### src/rtl/vga_pkg.sv
// Shared VGA timing constants, default arbiter sizing and common types.
package vga_pkg;

  // 640x480@60 timing (pixels / lines)
  localparam int unsigned HACTIVE = 640;
  localparam int unsigned HFP     = 16;
  localparam int unsigned HSYNC   = 96;
  localparam int unsigned HBP     = 48;
  localparam int unsigned HTOTAL  = HACTIVE + HFP + HSYNC + HBP;
  localparam int unsigned VACTIVE = 480;
  localparam int unsigned VFP     = 10;
  localparam int unsigned VSYNC   = 2;
  localparam int unsigned VBP     = 33;
  localparam int unsigned VTOTAL  = VACTIVE + VFP + VSYNC + VBP;

  // Default framebuffer sizing; 160x120 << 2 covers 640x480 exactly.
  localparam int unsigned DEF_DW          = 8;
  localparam int unsigned DEF_FB_W        = 160;
  localparam int unsigned DEF_FB_H        = 120;
  localparam int unsigned DEF_SCALE_SHIFT = 2;
  localparam int unsigned DEF_FIFO_DEPTH  = 8;
  localparam int unsigned DEF_AW          = $clog2(DEF_FB_W * DEF_FB_H);

  typedef logic [DEF_DW-1:0] pixel_t;

  // What the single RAM port does in a given cycle.
  typedef enum logic [1:0] {
    SlotIdle,
    SlotRead,
    SlotWrite,
    SlotClear
  } slot_e;

  // Framebuffer clear engine states.
  typedef enum logic [0:0] {
    StIdle,
    StClear
  } clear_st_e;

endpackage

### src/rtl/vga_fb_arbiter_if.sv
// Bus bundle for vga_fb_arbiter: timing inputs, pixel-write channel, RAM port
// and delayed display outputs. FB_CLEAR_EN adds the clear-engine signals.
interface vga_fb_arbiter_if #(
  parameter int unsigned DW = 8,
  parameter int unsigned AW = 15
);
  // Timing generator side
  logic [9:0]    x;
  logic [9:0]    y;
  logic          hsync;
  logic          vsync;
  logic          blank_b;
  // Pixel-write requester
  logic          wr_valid;
  logic          wr_ready;
  logic [AW-1:0] wr_addr;
  logic [DW-1:0] wr_data;
  // Framebuffer RAM port
  logic [AW-1:0] mem_addr;
  logic          mem_we;
  logic [DW-1:0] mem_wdata;
  logic [DW-1:0] mem_rdata;
  // Display side
  logic [DW-1:0] pix_data;
  logic          hsync_d;
  logic          vsync_d;
  logic          blank_b_d;
`ifdef FB_CLEAR_EN
  logic          clear_req;
  logic          clear_busy;
  logic [DW-1:0] clear_color;

  modport master (
    output x, y, hsync, vsync, blank_b, wr_valid, wr_addr, wr_data, mem_rdata,
           clear_req, clear_color,
    input  wr_ready, mem_addr, mem_we, mem_wdata, pix_data, hsync_d, vsync_d, blank_b_d,
           clear_busy
  );

  modport slave (
    input  x, y, hsync, vsync, blank_b, wr_valid, wr_addr, wr_data, mem_rdata,
           clear_req, clear_color,
    output wr_ready, mem_addr, mem_we, mem_wdata, pix_data, hsync_d, vsync_d, blank_b_d,
           clear_busy
  );
`else
  modport master (
    output x, y, hsync, vsync, blank_b, wr_valid, wr_addr, wr_data, mem_rdata,
    input  wr_ready, mem_addr, mem_we, mem_wdata, pix_data, hsync_d, vsync_d, blank_b_d
  );

  modport slave (
    input  x, y, hsync, vsync, blank_b, wr_valid, wr_addr, wr_data, mem_rdata,
    output wr_ready, mem_addr, mem_we, mem_wdata, pix_data, hsync_d, vsync_d, blank_b_d
  );
`endif
endinterface

### src/rtl/fb_wr_fifo.sv
// Synchronous write-request FIFO. Depth must be a power of two (>= 2) so the
// pointers wrap naturally. Pushes when full and pops when empty are ignored.
module fb_wr_fifo #(
  parameter int unsigned Width = 23,
  parameter int unsigned Depth = 8
) (
  input  logic                   clk_i,
  input  logic                   rst_ni,
  input  logic                   push_i,
  input  logic [Width-1:0]       wdata_i,
  input  logic                   pop_i,
  output logic [Width-1:0]       rdata_o,
  output logic                   full_o,
  output logic                   empty_o,
  output logic [$clog2(Depth):0] count_o
);

  localparam int unsigned PtrW = $clog2(Depth);

  logic [Width-1:0] mem_q [Depth];
  logic [PtrW-1:0]  wr_ptr_q, wr_ptr_d;
  logic [PtrW-1:0]  rd_ptr_q, rd_ptr_d;
  logic [PtrW:0]    count_q, count_d;
  logic             do_push, do_pop;

  assign full_o  = (count_q == (PtrW + 1)'(Depth));
  assign empty_o = (count_q == '0);
  assign count_o = count_q;
  assign rdata_o = mem_q[rd_ptr_q];
  assign do_push = push_i & ~full_o;
  assign do_pop  = pop_i & ~empty_o;

  // Next-state for pointers and occupancy.
  always_comb begin
    wr_ptr_d = wr_ptr_q;
    rd_ptr_d = rd_ptr_q;
    count_d  = count_q;
    if (do_push) wr_ptr_d = wr_ptr_q + 1'b1;
    if (do_pop)  rd_ptr_d = rd_ptr_q + 1'b1;
    unique case ({do_push, do_pop})
      2'b10:   count_d = count_q + 1'b1;
      2'b01:   count_d = count_q - 1'b1;
      default: count_d = count_q;
    endcase
  end

  // Storage is not reset; validity is tracked by count_q.
  always_ff @(posedge clk_i) begin
    if (do_push) mem_q[wr_ptr_q] <= wdata_i;
  end

  // Pointer and occupancy registers.
  always_ff @(posedge clk_i or negedge rst_ni) begin
    if (!rst_ni) begin
      wr_ptr_q <= '0;
      rd_ptr_q <= '0;
      count_q  <= '0;
    end else begin
      wr_ptr_q <= wr_ptr_d;
      rd_ptr_q <= rd_ptr_d;
      count_q  <= count_d;
    end
  end

endmodule

### src/rtl/vga_fb_arbiter.sv
// Framebuffer RAM arbiter between the VGA display fetch and a pixel-write
// requester. Display reads own every active-video cycle; queued writes drain
// in blanking. Sync/blank are delayed three cycles to line up with pix_data.
// Optional macro FB_CLEAR_EN adds a clear engine that fills the whole
// framebuffer with clear_color using free slots, ahead of the write FIFO.
module vga_fb_arbiter
  import vga_pkg::*;
#(
  parameter int unsigned DW          = DEF_DW,
  parameter int unsigned FB_W        = DEF_FB_W,
  parameter int unsigned FB_H        = DEF_FB_H,
  parameter int unsigned SCALE_SHIFT = DEF_SCALE_SHIFT,
  parameter int unsigned FIFO_DEPTH  = DEF_FIFO_DEPTH
) (
  input logic            clk,
  input logic            reset_n,
  vga_fb_arbiter_if.slave bus
);

  localparam int unsigned AW    = $clog2(FB_W * FB_H);
  localparam int unsigned FifoW = AW + DW;
  localparam int unsigned CntW  = $clog2(FIFO_DEPTH) + 1;

  // ---------------------------------------------------------------------------
  // Write FIFO
  // ---------------------------------------------------------------------------
  logic             fifo_push, fifo_pop, fifo_full, fifo_empty;
  logic [FifoW-1:0] fifo_head;
  logic [CntW-1:0]  fifo_count;
  logic [AW-1:0]    head_addr;
  logic [DW-1:0]    head_data;

  assign bus.wr_ready = (fifo_count != CntW'(FIFO_DEPTH));
  assign fifo_push    = bus.wr_valid & ~fifo_full;
  assign head_addr    = fifo_head[FifoW-1:DW];
  assign head_data    = fifo_head[DW-1:0];

  fb_wr_fifo #(
    .Width (FifoW),
    .Depth (FIFO_DEPTH)
  ) u_fifo (
    .clk_i   (clk),
    .rst_ni  (reset_n),
    .push_i  (fifo_push),
    .wdata_i ({bus.wr_addr, bus.wr_data}),
    .pop_i   (fifo_pop),
    .rdata_o (fifo_head),
    .full_o  (fifo_full),
    .empty_o (fifo_empty),
    .count_o (fifo_count)
  );

  // ---------------------------------------------------------------------------
  // Display address: constant multiply in AW bits, exact for in-range x/y.
  // ---------------------------------------------------------------------------
  logic [AW-1:0] disp_addr;
  assign disp_addr = AW'(bus.y >> SCALE_SHIFT) * AW'(FB_W) + AW'(bus.x >> SCALE_SHIFT);

  // ---------------------------------------------------------------------------
  // Clear engine
  // ---------------------------------------------------------------------------
  logic          clear_active;
  logic [AW-1:0] clr_addr;
  logic [DW-1:0] clr_color;

`ifdef FB_CLEAR_EN
  localparam int unsigned ClearLast = FB_W * FB_H - 1;

  clear_st_e     clr_st_q;
  logic [AW-1:0] clr_addr_q;
  logic          clr_busy_q;

  // Clear FSM: one address per free slot; requests while clearing are ignored.
  always_ff @(posedge clk or negedge reset_n) begin
    if (!reset_n) begin
      clr_st_q   <= StIdle;
      clr_addr_q <= '0;
      clr_busy_q <= 1'b0;
    end else begin
      unique case (clr_st_q)
        StIdle: begin
          if (bus.clear_req) begin
            clr_st_q   <= StClear;
            clr_addr_q <= '0;
            clr_busy_q <= 1'b1;
          end
        end
        StClear: begin
          if (!bus.blank_b) begin
            if (clr_addr_q == AW'(ClearLast)) begin
              clr_st_q   <= StIdle;
              clr_busy_q <= 1'b0;
            end else begin
              clr_addr_q <= clr_addr_q + 1'b1;
            end
          end
        end
        default: begin
          clr_st_q   <= StIdle;
          clr_busy_q <= 1'b0;
        end
      endcase
    end
  end

  assign bus.clear_busy = clr_busy_q;
  assign clear_active   = (clr_st_q == StClear);
  assign clr_addr       = clr_addr_q;
  assign clr_color      = bus.clear_color;
`else
  assign clear_active = 1'b0;
  assign clr_addr     = '0;
  assign clr_color    = '0;
`endif

  // ---------------------------------------------------------------------------
  // Slot select: display first, then clear, then FIFO.
  // ---------------------------------------------------------------------------
  slot_e slot;

  // Pick the owner of this cycle's RAM access.
  always_comb begin
    slot = SlotIdle;
    if (bus.blank_b)      slot = SlotRead;
    else if (clear_active) slot = SlotClear;
    else if (!fifo_empty)  slot = SlotWrite;
  end

  assign fifo_pop = (slot == SlotWrite);

  // ---------------------------------------------------------------------------
  // Registered RAM port
  // ---------------------------------------------------------------------------
  logic [AW-1:0] mem_addr_q, mem_addr_d;
  logic [DW-1:0] mem_wdata_q, mem_wdata_d;
  logic          mem_we_q, mem_we_d;

  // RAM command for the selected slot; address/data hold when idle.
  always_comb begin
    mem_addr_d  = mem_addr_q;
    mem_wdata_d = mem_wdata_q;
    mem_we_d    = 1'b0;
    unique case (slot)
      SlotRead: mem_addr_d = disp_addr;
      SlotWrite: begin
        mem_addr_d  = head_addr;
        mem_wdata_d = head_data;
        mem_we_d    = 1'b1;
      end
      SlotClear: begin
        mem_addr_d  = clr_addr;
        mem_wdata_d = clr_color;
        mem_we_d    = 1'b1;
      end
      default: ;
    endcase
  end

  // RAM port registers.
  always_ff @(posedge clk or negedge reset_n) begin
    if (!reset_n) begin
      mem_addr_q  <= '0;
      mem_wdata_q <= '0;
      mem_we_q    <= 1'b0;
    end else begin
      mem_addr_q  <= mem_addr_d;
      mem_wdata_q <= mem_wdata_d;
      mem_we_q    <= mem_we_d;
    end
  end

  assign bus.mem_addr  = mem_addr_q;
  assign bus.mem_wdata = mem_wdata_q;
  assign bus.mem_we    = mem_we_q;

  // ---------------------------------------------------------------------------
  // Sync delay line and pixel output
  // Stage [0] is t+1, [1] is t+2 (read data arrives), [2] is t+3 (output).
  // ---------------------------------------------------------------------------
  logic [2:0]    hs_pipe_q, vs_pipe_q, bl_pipe_q;
  logic [DW-1:0] pix_q, pix_d;

  assign pix_d = bl_pipe_q[1] ? bus.mem_rdata : '0;

  // Delay syncs three cycles and register the blank-qualified pixel.
  always_ff @(posedge clk or negedge reset_n) begin
    if (!reset_n) begin
      hs_pipe_q <= 3'b111;
      vs_pipe_q <= 3'b111;
      bl_pipe_q <= 3'b000;
      pix_q     <= '0;
    end else begin
      hs_pipe_q <= {hs_pipe_q[1:0], bus.hsync};
      vs_pipe_q <= {vs_pipe_q[1:0], bus.vsync};
      bl_pipe_q <= {bl_pipe_q[1:0], bus.blank_b};
      pix_q     <= pix_d;
    end
  end

  assign bus.pix_data  = pix_q;
  assign bus.hsync_d   = hs_pipe_q[2];
  assign bus.vsync_d   = vs_pipe_q[2];
  assign bus.blank_b_d = bl_pipe_q[2];

endmodule

### src/flat_wrapper.sv
// flat-port wrapper written by rule: the top's interface ports become plain ports
module vga_fb_arbiter_flat import vga_pkg::*;
#(
  parameter int unsigned DW          = DEF_DW,
  parameter int unsigned FB_W        = DEF_FB_W,
  parameter int unsigned FB_H        = DEF_FB_H,
  parameter int unsigned SCALE_SHIFT = DEF_SCALE_SHIFT,
  parameter int unsigned FIFO_DEPTH  = DEF_FIFO_DEPTH
)
  (clk, reset_n, bus_x, bus_y, bus_hsync, bus_vsync, bus_blank_b, bus_wr_valid, bus_wr_addr, bus_wr_data, bus_mem_rdata, bus_wr_ready, bus_mem_addr, bus_mem_we, bus_mem_wdata, bus_pix_data, bus_hsync_d, bus_vsync_d, bus_blank_b_d);
  vga_fb_arbiter_if #(.DW(DW), .AW((15))) bus_i ();
  input logic clk;
  input logic reset_n;
  input wire logic [$bits(bus_i.x)-1:0] bus_x;
  input wire logic [$bits(bus_i.y)-1:0] bus_y;
  input wire logic [$bits(bus_i.hsync)-1:0] bus_hsync;
  input wire logic [$bits(bus_i.vsync)-1:0] bus_vsync;
  input wire logic [$bits(bus_i.blank_b)-1:0] bus_blank_b;
  input wire logic [$bits(bus_i.wr_valid)-1:0] bus_wr_valid;
  input wire logic [$bits(bus_i.wr_addr)-1:0] bus_wr_addr;
  input wire logic [$bits(bus_i.wr_data)-1:0] bus_wr_data;
  input wire logic [$bits(bus_i.mem_rdata)-1:0] bus_mem_rdata;
  output wire logic [$bits(bus_i.wr_ready)-1:0] bus_wr_ready;
  output wire logic [$bits(bus_i.mem_addr)-1:0] bus_mem_addr;
  output wire logic [$bits(bus_i.mem_we)-1:0] bus_mem_we;
  output wire logic [$bits(bus_i.mem_wdata)-1:0] bus_mem_wdata;
  output wire logic [$bits(bus_i.pix_data)-1:0] bus_pix_data;
  output wire logic [$bits(bus_i.hsync_d)-1:0] bus_hsync_d;
  output wire logic [$bits(bus_i.vsync_d)-1:0] bus_vsync_d;
  output wire logic [$bits(bus_i.blank_b_d)-1:0] bus_blank_b_d;
  assign bus_i.x = bus_x;
  assign bus_i.y = bus_y;
  assign bus_i.hsync = bus_hsync;
  assign bus_i.vsync = bus_vsync;
  assign bus_i.blank_b = bus_blank_b;
  assign bus_i.wr_valid = bus_wr_valid;
  assign bus_i.wr_addr = bus_wr_addr;
  assign bus_i.wr_data = bus_wr_data;
  assign bus_i.mem_rdata = bus_mem_rdata;
  assign bus_wr_ready = bus_i.wr_ready;
  assign bus_mem_addr = bus_i.mem_addr;
  assign bus_mem_we = bus_i.mem_we;
  assign bus_mem_wdata = bus_i.mem_wdata;
  assign bus_pix_data = bus_i.pix_data;
  assign bus_hsync_d = bus_i.hsync_d;
  assign bus_vsync_d = bus_i.vsync_d;
  assign bus_blank_b_d = bus_i.blank_b_d;
  vga_fb_arbiter #(.DW(DW), .FB_W(FB_W), .FB_H(FB_H), .SCALE_SHIFT(SCALE_SHIFT), .FIFO_DEPTH(FIFO_DEPTH)) u_core (.clk(clk), .reset_n(reset_n), .bus(bus_i));
endmodule
### config.mk
export PLATFORM = sky130hd
export DESIGN_NAME = vga_fb_arbiter_flat
export DESIGN_NICKNAME = d
export VERILOG_FILES = /design/src/rtl/vga_pkg.sv /design/src/rtl/vga_fb_arbiter_if.sv /design/src/rtl/fb_wr_fifo.sv /design/src/rtl/vga_fb_arbiter.sv /design/src/flat_wrapper.sv
export SDC_FILE = /design/constraint.sdc
export NUM_CORES = 1
export LEC_CHECK = 0
export BUFFER_PORTS_ARGS = -buffer_cell sky130_fd_sc_hd__buf_2
export CORE_MARGIN = 10
export CORE_UTILIZATION = 45
export DETAILED_ROUTE_END_ITERATION = 10
export PLACE_DENSITY = 0.59
export SLEW_MARGIN = 20
export SYNTH_ARGS = -nofsm -noshare
export SYNTH_HDL_FRONTEND = slang
export SYNTH_SLANG_ARGS = --single-unit
### constraint.sdc
create_clock -name clk -period 6.6 [get_ports clk]
set_input_delay 0.99 -clock clk [delete_from_list [all_inputs] [get_ports clk]]
set_output_delay 0.99 -clock clk [all_outputs]
set_load 0.01 [all_outputs]
==> metrics.md, run 1 <==
| Metric | Value |
|---|---|
| R2R setup slack | about 3.5 ns |
| Final wirelength | 19400 um |
| Final hold violations | 0 |
| 1st-iter DRT viols | 285 |
| Initial antenna violation count | 1 |
| Post-cts resize count | 0 |
| Most common library cell in the layout ignoring fill and taps | edfxtp_1 |
| Share of layout cells above drive strength 1 | 0.326 |
| Worst hold path type | reg2reg |
| Clk_skew | between 0.01 and 0.015 ns |
| Row count | 52 |
| EDFF count, synth | 184 |
| Post-synthesis register bit count | approximately 240 |
| CP max stage delay | approximately 0.67 ns |
| Final Max Slew Viols | 0 |
| Starting Density | 0.462 |
| Synth area leaders | edfxtp_1, dfrtp_1, mux4_2, ha_1, mux2i_1 |
| CTS tree | yes |
| Fill count | 1659 |
| Routability cong. | 0.779 |
| Die area | ~27000 sq um |
| Pwr Density | 420 nW/um^2 |
| Post-synthesis sequential area ratio | 0.722 |
| Slowest-stage cell, CP | nor4_1 |
| P&R area growth vs syn | 17.4% |
| Synth cell types | 53 |
| Area of the multi-input gates | 2540 sq um |
| Tmin final | between 3 and 4 ns |
| Number of diodes | 0 |
| Commonest cells after routing, fill and taps aside | edfxtp_1, buf_2, mux4_2 |
| Gr usage total | 0.145 |
| Hold Buf Count CTS | 0 |
| Tcrit/Tclk final | 0.476 |
| Antenna Nets Post-Route | 0 |
| Total of max-cap violations | 0 |
| Core area | roughly 20000 sq um |
| Final setup viols | 0 |
| Slew @ Worst Pin | between 0.9 and 1 ns |
| Die Wd | approximately 160 um |
| Clock transition at the registers of the reported paths | 0.06 ns |
| Root buf cell | clkbuf_16 |
| CP bufs+invs | 1 |
| Syn nets | slightly below 600 |
| Crit Path Category | reg2reg |
| DRT Pass-1 Iters | 4 |
| DIE HEIGHT | about 160 um |
| Slew headroom | 0.374 |
| Synth Instances | approximately 510 |
| Yosys top cell area share | 0.586 |
| Clock Tree Buf Depth | 3 |
| Via density | around 5.4 |
| Layout Nets | just under 700 |
| I/O pin count | 93 |
| H-tree levels | 1 |
| Residual DRC | 0 |
| Avg Inst Size Synth | around 19 sq um |
| Crit-path max FO | 25 |
| Fin cells | approximately 900 |
| Worst EP required | 7.00 ns |
| Leak Pwr | between 4 and 5 nW |
| Final Power | roughly 4.7 mW |
| Clk_lat worst skew | ~0.53 ns |
| Synth Cell Area | 9430 sq um |
| Synth area leader | edfxtp_1 |
| Num CTS Buffers | 25 |
| Setup TNS Final | 0 ns |
| CP arrival | about 3.5 ns |
| Crit. End Element | register |
| Fmax | between 300 and 400 MHz |
| DP Area | 10200 sq um |
| CP delay by family, top | simple AND/OR/NAND/NOR gates |
| DR WL/cell | ~22 um |
| Ys flop type | edfxtp_1 |
| Hpwl dp | ~12000 um |
| Post-CTS Setup Bufs | 0 |
| Ys async rst share | 0.217 |
| Grt ovf | 0 |
| Cell count after placement | between 800 and 900 |
| VDD IR max | between 0.2 and 0.3 mV |
| Yosys warns | 0 |
| Status | finished clean |
| Crit-path cells | nor4_1, or2_2, inv_1, ha_1, ha_1, a21o_1, a21oi_1, xnor2_1, nor2_1, xor2_1 |
| FF/Latch Area | 6810 sq um |
| CP Launch Type | register |
| Most Frequent Cell on Critical Path | ha_1 |
| I/O Buffers | 88 |
| Global-route wire length before repair | approximately 30000 um |
| CTS sink cnt | ~240 |
| RSZ-0062 raised after global routing | false |
| Vias in the first global route | between 5000 and 6000 |
| Finished Cell Area | roughly 11000 sq um |
| Via count | between 4000 and 5000 |
| Largest net degree at the start of global routing | 52 |
-- cell type report --
class,instances,area share
clock buffer,31,0.0585
clock inverter,15,0.0177
inverter,14,0.00475
multi-input combinational,237,0.229
sequential,235,0.615
tap,270,0.0305
timing repair buffer,94,0.0439
-- Yosys cell counts, drive strengths merged, types with 8 or more instances --
library cell / count
dfrtp: 45
a21oi: 10
and2: 10
inv: 14
nor2: 14
mux4: 46
mux2i: 21
buf: 8
xnor2: 11
ha: 20
edfxtp: 184
nand2: 22
clkbuf: 12
o22ai: 9
o21ai: 14
-- final timing paths --
kind / from / to / cells after the start
max in group asynchronous: reset_n / u_core.u_fifo.rd_ptr_q[1]$_DFFE_PN0P_ / 2
max: u_core.u_fifo.count_o[0]$_DFFE_PN0P_ / u_core.u_fifo.count_o[3]$_DFFE_PN0P_ / 10
min: u_core.bl_pipe_q[0]$_DFF_PN0_ / u_core.bl_pipe_q[1]$_DFF_PN0_ / 0
min in group asynchronous: reset_n / u_core.u_fifo.count_o[2]$_DFFE_PN0P_ / 2
min reg2reg: u_core.bl_pipe_q[0]$_DFF_PN0_ / u_core.bl_pipe_q[1]$_DFF_PN0_ / 0
max reg2reg: u_core.u_fifo.count_o[0]$_DFFE_PN0P_ / u_core.u_fifo.count_o[3]$_DFFE_PN0P_ / 10
-- cell families after synthesis --
kind of cell               count (synthesis)  share of synthesized area
buffers and inverters                     34                     0.0145
AOI/OAI and AO/OA                         57                     0.0409
muxes                                     71                      0.137
DFF                                      235                      0.722
and+or+nand+nor                           70                     0.0378
xor gates and xnor gates                  16                     0.0149
adders and majority gates                 23                     0.0329
-- sequential cells by signal (all words and copies together) (netlist names) --
register,count
u_core.bus.mem_wdata,8
u_core.u_fifo.mem_q,184
u_core.u_fifo.rd_ptr_q,3
u_core.bl_pipe_q,3
u_core.hs_pipe_q,3
u_core.bus.pix_data,8
u_core.u_fifo.count_o,4
u_core.vs_pipe_q,3
u_core.bus.mem_addr,15
u_core.u_fifo.wr_ptr_q,3
u_core.bus.mem_we,1
-- metal layers --
metal	global-route usage	vias to the layer above	share of wire
met2	0.240	120	0.49
met4	0.0374	0	0.022
met5	0	-	0
met3	0.0341	31	0.064
li1	-	2211	-
met1	0.188	2485	0.42
-- power by group --
part | internal [mW] | leakage [nW] | switching [mW]
logic | 0.561 | 1.34 | 0.623
clock network | 0.861 | 0.414 | 0.557
registers | 1.89 | 2.27 | 0.165
-- stage by stage --
stage	hold WS (ns)	setup slack [ns]	util
2_1_floorplan	0.331	3.17	-
3_3_place_gp	0.336	3.07	0.501
3_5_place_dp	0.339	2.94	0.501
4_1_cts	0.352	3.43	0.542
5_1_grt	0.354	3.29	0.542
6_report	0.348	3.46	0.542
Note: power is estimated with default switching activity, not from simulation.
==> inputs of run 2 (changes only) <==
--- a/config.mk
+++ b/config.mk
@@ -9,7 +9,7 @@
 export CORE_MARGIN = 10
 export CORE_UTILIZATION = 45
 export DETAILED_ROUTE_END_ITERATION = 10
-export PLACE_DENSITY = 0.59
+export PLACE_DENSITY = 0.62
 export SLEW_MARGIN = 20
 export SYNTH_ARGS = -nofsm -noshare
 export SYNTH_HDL_FRONTEND = slang
==> constraint.sdc (replaced) <==
create_clock -name clk -period 2.8 [get_ports clk]
set_input_delay 0.42 -clock clk [delete_from_list [all_inputs] [get_ports clk]]
set_output_delay 0.42 -clock clk [all_outputs]
set_load 0.01 [all_outputs]
==> metrics.md, run 2 (synthesis results as in run 1) <==
| Metric | Value |
|---|---|
| CP max stage delay | roughly 0.48 ns |
| Vias in the first global route | between 5000 and 6000 |
| Worst hold path type | in2async |
| CP delay by family, top | simple AND/OR/NAND/NOR gates |
| Slowest-stage cell, CP | nor4_1 |
| Via density | 5.37 |
| Hpwl dp | 12300 um |
| Crit Path Category | reg2reg |
| Crit. End Element | register |
| Clock transition at the registers of the reported paths | around 0.06 ns |
| DRT Pass-1 Iters | 6 |
| Pwr Density | 987 nW/um^2 |
| I/O Buffers | between 80 and 90 |
| CP Launch Type | register |
| CP bufs+invs | 1 |
| DR WL/cell | 21.3 um |
| Grt ovf | 0 |
| Clk_skew | approximately 0.012 ns |
| Routability cong. | between 0.7 and 0.8 |
| RSZ-0062 raised after global routing | false |
| Hold Buf Count CTS | 2 |
| Total of max-cap violations | 0 |
| Tmin final | about 2.5 ns |
| Clock Tree Buf Depth | 3 |
| Global-route wire length before repair | roughly 30000 um |
| P&R area growth vs syn | 19.4% |
| Die Wd | roughly 160 um |
| Share of layout cells above drive strength 1 | 0.349 |
| Residual DRC | 0 |
| Num CTS Buffers | 25 |
| Final hold violations | 0 |
| Core area | between 20000 and 25000 sq um |
| Final setup viols | 0 |
| Row count | 52 |
| Initial antenna violation count | 2 |
| Die area | about 27000 sq um |
| CTS tree | yes |
| Starting Density | 0.462 |
| 1st-iter DRT viols | 300 |
| Most common library cell in the layout ignoring fill and taps | edfxtp_1 |
| Fill count | around 1600 |
| Reg2Reg Depth | 10 |
| DIE HEIGHT | 165 um |
| Largest reg by FF count | u_core.u_fifo.mem_q |
| Commonest cells after routing, fill and taps aside | edfxtp_1, buf_2, mux4_2 |
| Post-CTS Setup Bufs | 0 |
| Final Power | around 11 mW |
| Reg2reg end | u_core.u_fifo.count_o[3]$_DFFE_PN0P_ |
| Tcrit/Tclk final | 0.900 |
| Pre-CTS setup slack | -0.0598 ns |
| VDD IR max | between 0.6 and 0.7 mV |
| Most Frequent Cell on Critical Path | ha_1 |
| Gr usage total | 0.145 |
| I/O pin count | 93 |
| CTS sink cnt | between 200 and 250 |
| Crit-path cells | nor4_1, or2_2, inv_1, ha_1, ha_1, a21o_1, a21oi_1, xnor2_1, nor2_1, xor2_1 |
| Final wirelength | 19500 um |
| Crit-path max FO | 5 |
| Clk_lat worst skew | ~0.53 ns |
| Root buf cell | clkbuf_16 |
| Largest net degree at the start of global routing | 40 |
| Slew @ Worst Pin | between 0.9 and 1 ns |
| Worst EP required | approximately 3.2 ns |
| Layout Utilization | 0.551 |
| Finished Cell Area | 11300 sq um |
| Status | finished clean |
| Worst reg2reg startpoint | u_core.u_fifo.count_o[0]$_DFFE_PN0P_ |
| Via count | 4929 |
| Layout Nets | just over 700 |
| R2R setup slack | ~0.28 ns |
| DP Area | roughly 10000 sq um |
| Setup WS post-layout | about 0.28 ns |
| Post-cts resize count | 0 |
| CP arrival | 2.93 ns |
| Antenna Nets Post-Route | 0 |
| Setup TNS Final | 0 ns |
| Slew headroom | 0.359 |
| H-tree levels | 1 |
| Leak Pwr | a little over 4 nW |
| Max reg flops | between 150 and 200 |
| Fmax | just under 400 MHz |
| Final Max Slew Viols | 0 |
run 2: cell types whose count changed in the layout (fill, tap and decap cells not counted), sizes merged:
cell         previous run  this run
buf                    94       113
bufinv                  4         3
clkbuf                 31        35
clkinv                 10         6
clkinvlp                0         1
diode                   0         1
dlygate4sd3             0         2
run 2: metrics by stage:
| step | hold slack [ns] | instances |
|---|---|---|
| after global placement | 0.336 | 869 |
| after CTS | 0.0638 | 917 |
| after global routing | 0.102 | 917 |
| final | 0.0546 | 918 |
| after detailed placement | 0.348 | 869 |
| after floorplan | 0.124 | 506 |
run 2: power by group:
| group | internal (mW) | total [mW] | switching [mW] |
|---|---|---|---|
| Combinational | 1.41 | 2.94 | 1.53 |
| Clock | 2.07 | 3.39 | 1.32 |
| Sequential | 4.45 | 4.78 | 0.334 |
run 2: worst max-delay path by stage:
stage                                                    start                                   end  depth (start not counted)  slack (ns)
after floorplan           u_core.u_fifo.count_o[0]$_DFFE_PN0P_  u_core.u_fifo.count_o[3]$_DFFE_PN0P_                         12        0.15
after global placement                                bus_y[3]   u_core.bus.mem_addr[12]$_DFFE_PN0P_                         10      -0.004
after detailed placement                              bus_y[3]   u_core.bus.mem_addr[12]$_DFFE_PN0P_                         10       -0.06
after CTS                 u_core.u_fifo.count_o[0]$_DFFE_PN0P_  u_core.u_fifo.count_o[3]$_DFFE_PN0P_                         10        0.25
after global routing      u_core.u_fifo.count_o[0]$_DFFE_PN0P_  u_core.u_fifo.count_o[3]$_DFFE_PN0P_                         10        0.12
final                     u_core.u_fifo.count_o[0]$_DFFE_PN0P_  u_core.u_fifo.count_o[3]$_DFFE_PN0P_                         10        0.28
run 2: cell type report:
cell class / count / area, sq um / area share
Sequential cell: 235 / 6810 / 0.605
Multi-Input combinational cell: 237 / 2520 / 0.224
Clock buffer: 35 / 713 / 0.0633
Timing Repair Buffer: 115 / 661 / 0.0587
Tap cell: 270 / 338 / 0.0300
Clock inverter: 11 / 160 / 0.0142
Inverter: 14 / 52.6 / 0.00467
Antenna cell: 1 / 2.50 / 0.000222
run 2: worst reg2reg max path: cells and delay by family, from the launching register on:
family          cells  cell delay [ns]
xor+xnor            2             0.30
fa+ha+maj           2             0.51
flops               1             0.44
simple gates        3             0.76
buf+inv             1             0.04
compound gates      2             0.36
run 2: per-layer routing:
| metal | GRT usage | vias to the layer above | wire, um |
|---|---|---|---|
| met2 | 0.238 | 139 | 9580 |
| met5 | 0 | - | 13 |
| li1 | - | 2252 | - |
| met4 | 0.0407 | 2 | 383 |
| met1 | 0.188 | 2508 | 8140 |
| met3 | 0.0351 | 28 | 1410 |
==> inputs of run 3 (changes only) <==
==> constraint.sdc (replaced) <==
create_clock -name clk -period 2.8 [get_ports clk]
set_input_delay 0.56 -clock clk [delete_from_list [all_inputs] [get_ports clk]]
set_output_delay 0.56 -clock clk [all_outputs]
set_load 0.01 [all_outputs]
==> metrics.md, run 3 (synthesis results as in run 1) <==
| Metric | Value |
|---|---|
| Hpwl dp | 12500 um |
| Clock Tree Buf Depth | 3 |
| Worst EP required | 3.20 ns |
| Fin cells | 921 |
| Largest net degree at the start of global routing | 31 |
| Total of max-cap violations | 0 |
| Die area | about 27000 sq um |
| RSZ-0062 raised after global routing | false |
| DIE HEIGHT | around 160 um |
| I/O Buffers | slightly below 90 |
| CTS tree | yes |
| Tmin final | around 2.6 ns |
| Clk_skew | between 0.015 and 0.02 ns |
| Metal2 WL | between 9000 and 10000 um |
| Leak Pwr | 4.17 nW |
| Final wirelength | between 15000 and 20000 um |
| Max Used Layer | met5 |
| Core area | between 20000 and 25000 sq um |
| H-tree levels | 1 |
| Clk_lat worst skew | ~0.53 ns |
| Global-route wire length before repair | 30700 um |
| Post-cts resize count | 0 |
| Fmax | about 380 MHz |
| Crit-path cells | nor4_1, or2_2, inv_1, ha_1, ha_1, a21o_1, a21oi_1, xnor2_1, nor2_1, xor2_1 |
| Crit. End Element | register |
| Slowest-stage cell, CP | nor4_1 |
| Share of layout cells above drive strength 1 | 0.357 |
| Routability cong. | between 0.7 and 0.8 |
| Most common library cell in the layout ignoring fill and taps | edfxtp_1 |
| Via density | roughly 5.4 |
| Tcrit/Tclk final | 0.939 |
| Residual DRC | 0 |
| Reg2Reg Depth | 10 |
| Crit Path Category | reg2reg |
| Final hold slack | approximately 0.082 ns |
| Num CTS Buffers | 25 |
| Die Wd | about 160 um |
| DP Area | 10400 sq um |
| Largest reg by FF count | u_core.u_fifo.mem_q |
| Final hold violations | 0 |
| Finished Cell Area | ~11000 sq um |
| Initial antenna violation count | 1 |
| Vias in the first global route | 5295 |
| WL met1 | approximately 8400 um |
| VDD IR max | 0.612 mV |
| Slew @ Worst Pin | ~0.69 ns |
| CP max stage delay | between 0.5 and 0.6 ns |
| Layout Nets | roughly 710 |
| Post-CTS Setup Bufs | 0 |
| Gr usage total | 0.147 |
| Commonest cells after routing, fill and taps aside | edfxtp_1, buf_2, mux4_2 |
| Worst hold path type | in2async |
| DRT Pass-1 Iters | 4 |
| Status | finished clean |
| Max reg flops | between 150 and 200 |
| Crit-path max FO | 5 |
| CP Launch Type | register |
| Hold Buf Count CTS | 0 |
| Pwr Density | between 900 and 1000 nW/um^2 |
| I/O pin count | 93 |
| Cell count after placement | ~900 |
| CTS sink cnt | between 200 and 250 |
| Row count | 52 |
| Starting Density | 0.462 |
| DR WL/cell | around 22 um |
| Slew headroom | 0.540 |
| Most Frequent Cell on Critical Path | ha_1 |
| Root buf cell | clkbuf_16 |
| Clock transition at the registers of the reported paths | roughly 0.06 ns |
| P&R area growth vs syn | 19.9% |
| Final Max Slew Viols | 0 |
| DR WL met3 | roughly 1500 um |
| CP arrival | 3.03 ns |
| 1st-iter DRT viols | 352 |
| Via count | between 5000 and 6000 |
| Final setup viols | 0 |
| Grt ovf | 0 |
| Antenna Nets Post-Route | 0 |
==> run 3: cell count changes in the layout (fill, tap and decap cells not counted), moves of 2 or more <==
cell and change:
clkinv_2 +6, clkinv_4 -4, buf_12 +3, clkbuf_8 -3, buf_4 +2, dlygate4sd3_1 -2
==> run 3: critical path: cells and delay by family, from the launching register on <==
family,cells,cell delay [ns]
simple gates,3,0.88
flops,1,0.42
compound gates,2,0.36
buf+inv,1,0.04
fa+ha+maj,2,0.49
xor+xnor,2,0.30
==> run 3: layout make-up <==
| cell class | instances | area [sq um] |
|---|---|---|
| flip-flops and latches | 235 | 6810 |
| clock buffers | 31 | 668 |
| fillers | 1615 | 9130 |
| multi-input cells | 237 | 2520 |
| clock inverters | 15 | 191 |
| well taps | 270 | 338 |
| repair buffers | 118 | 716 |
| inverters | 14 | 52.6 |
| diodes | 1 | 2.50 |
==> run 3: power by group <==
group          switching [mW]  leakage [nW]  internal [mW]
Combinational            1.49          1.48           1.45
Sequential              0.402          2.27           4.45
Clock                    1.33         0.425           2.07
==> run 3: worst paths after layout <==
check / slack [ns] / endpoint / start
worst max-delay path: 0.17 / u_core.u_fifo.count_o[3]$_DFFE_PN0P_ / u_core.u_fifo.count_o[0]$_DFFE_PN0P_
worst min-delay path: 0.08 / u_core.bus.mem_addr[5]$_DFFE_PN0P_ / reset_n
worst max register to register: 0.17 / u_core.u_fifo.count_o[3]$_DFFE_PN0P_ / u_core.u_fifo.count_o[0]$_DFFE_PN0P_
worst min register to register: 0.35 / u_core.vs_pipe_q[1]$_DFF_PN1_ / u_core.vs_pipe_q[0]$_DFF_PN1_
max in group asynchronous: 2.05 / u_core.vs_pipe_q[0]$_DFF_PN1_ / reset_n
min in group clk: 0.14 / u_core.vs_pipe_q[0]$_DFF_PN1_ / bus_vsync
==> run 3: through the flow <==
step | setup TNS (ns) | util | total power [mW] | setup slack [ns]
after global routing | 0 | 0.553 | 11.8 | 0.0479
final | 0 | 0.553 | 11.2 | 0.170
after CTS | 0 | 0.553 | 11.4 | 0.178
after global placement | -0.270 | 0.511 | 7.84 | -0.126
after floorplan | 0 | - | 6.81 | 0.0982
after detailed placement | -0.381 | 0.511 | 7.93 | -0.161
==> run 3: layer usage <==
layer | GRT usage | vias to the layer above
met5 | 0 | -
met4 | 0.0306 | 2
met3 | 0.0349 | 27
met2 | 0.244 | 143
met1 | 0.193 | 2581
li1 | - | 2260
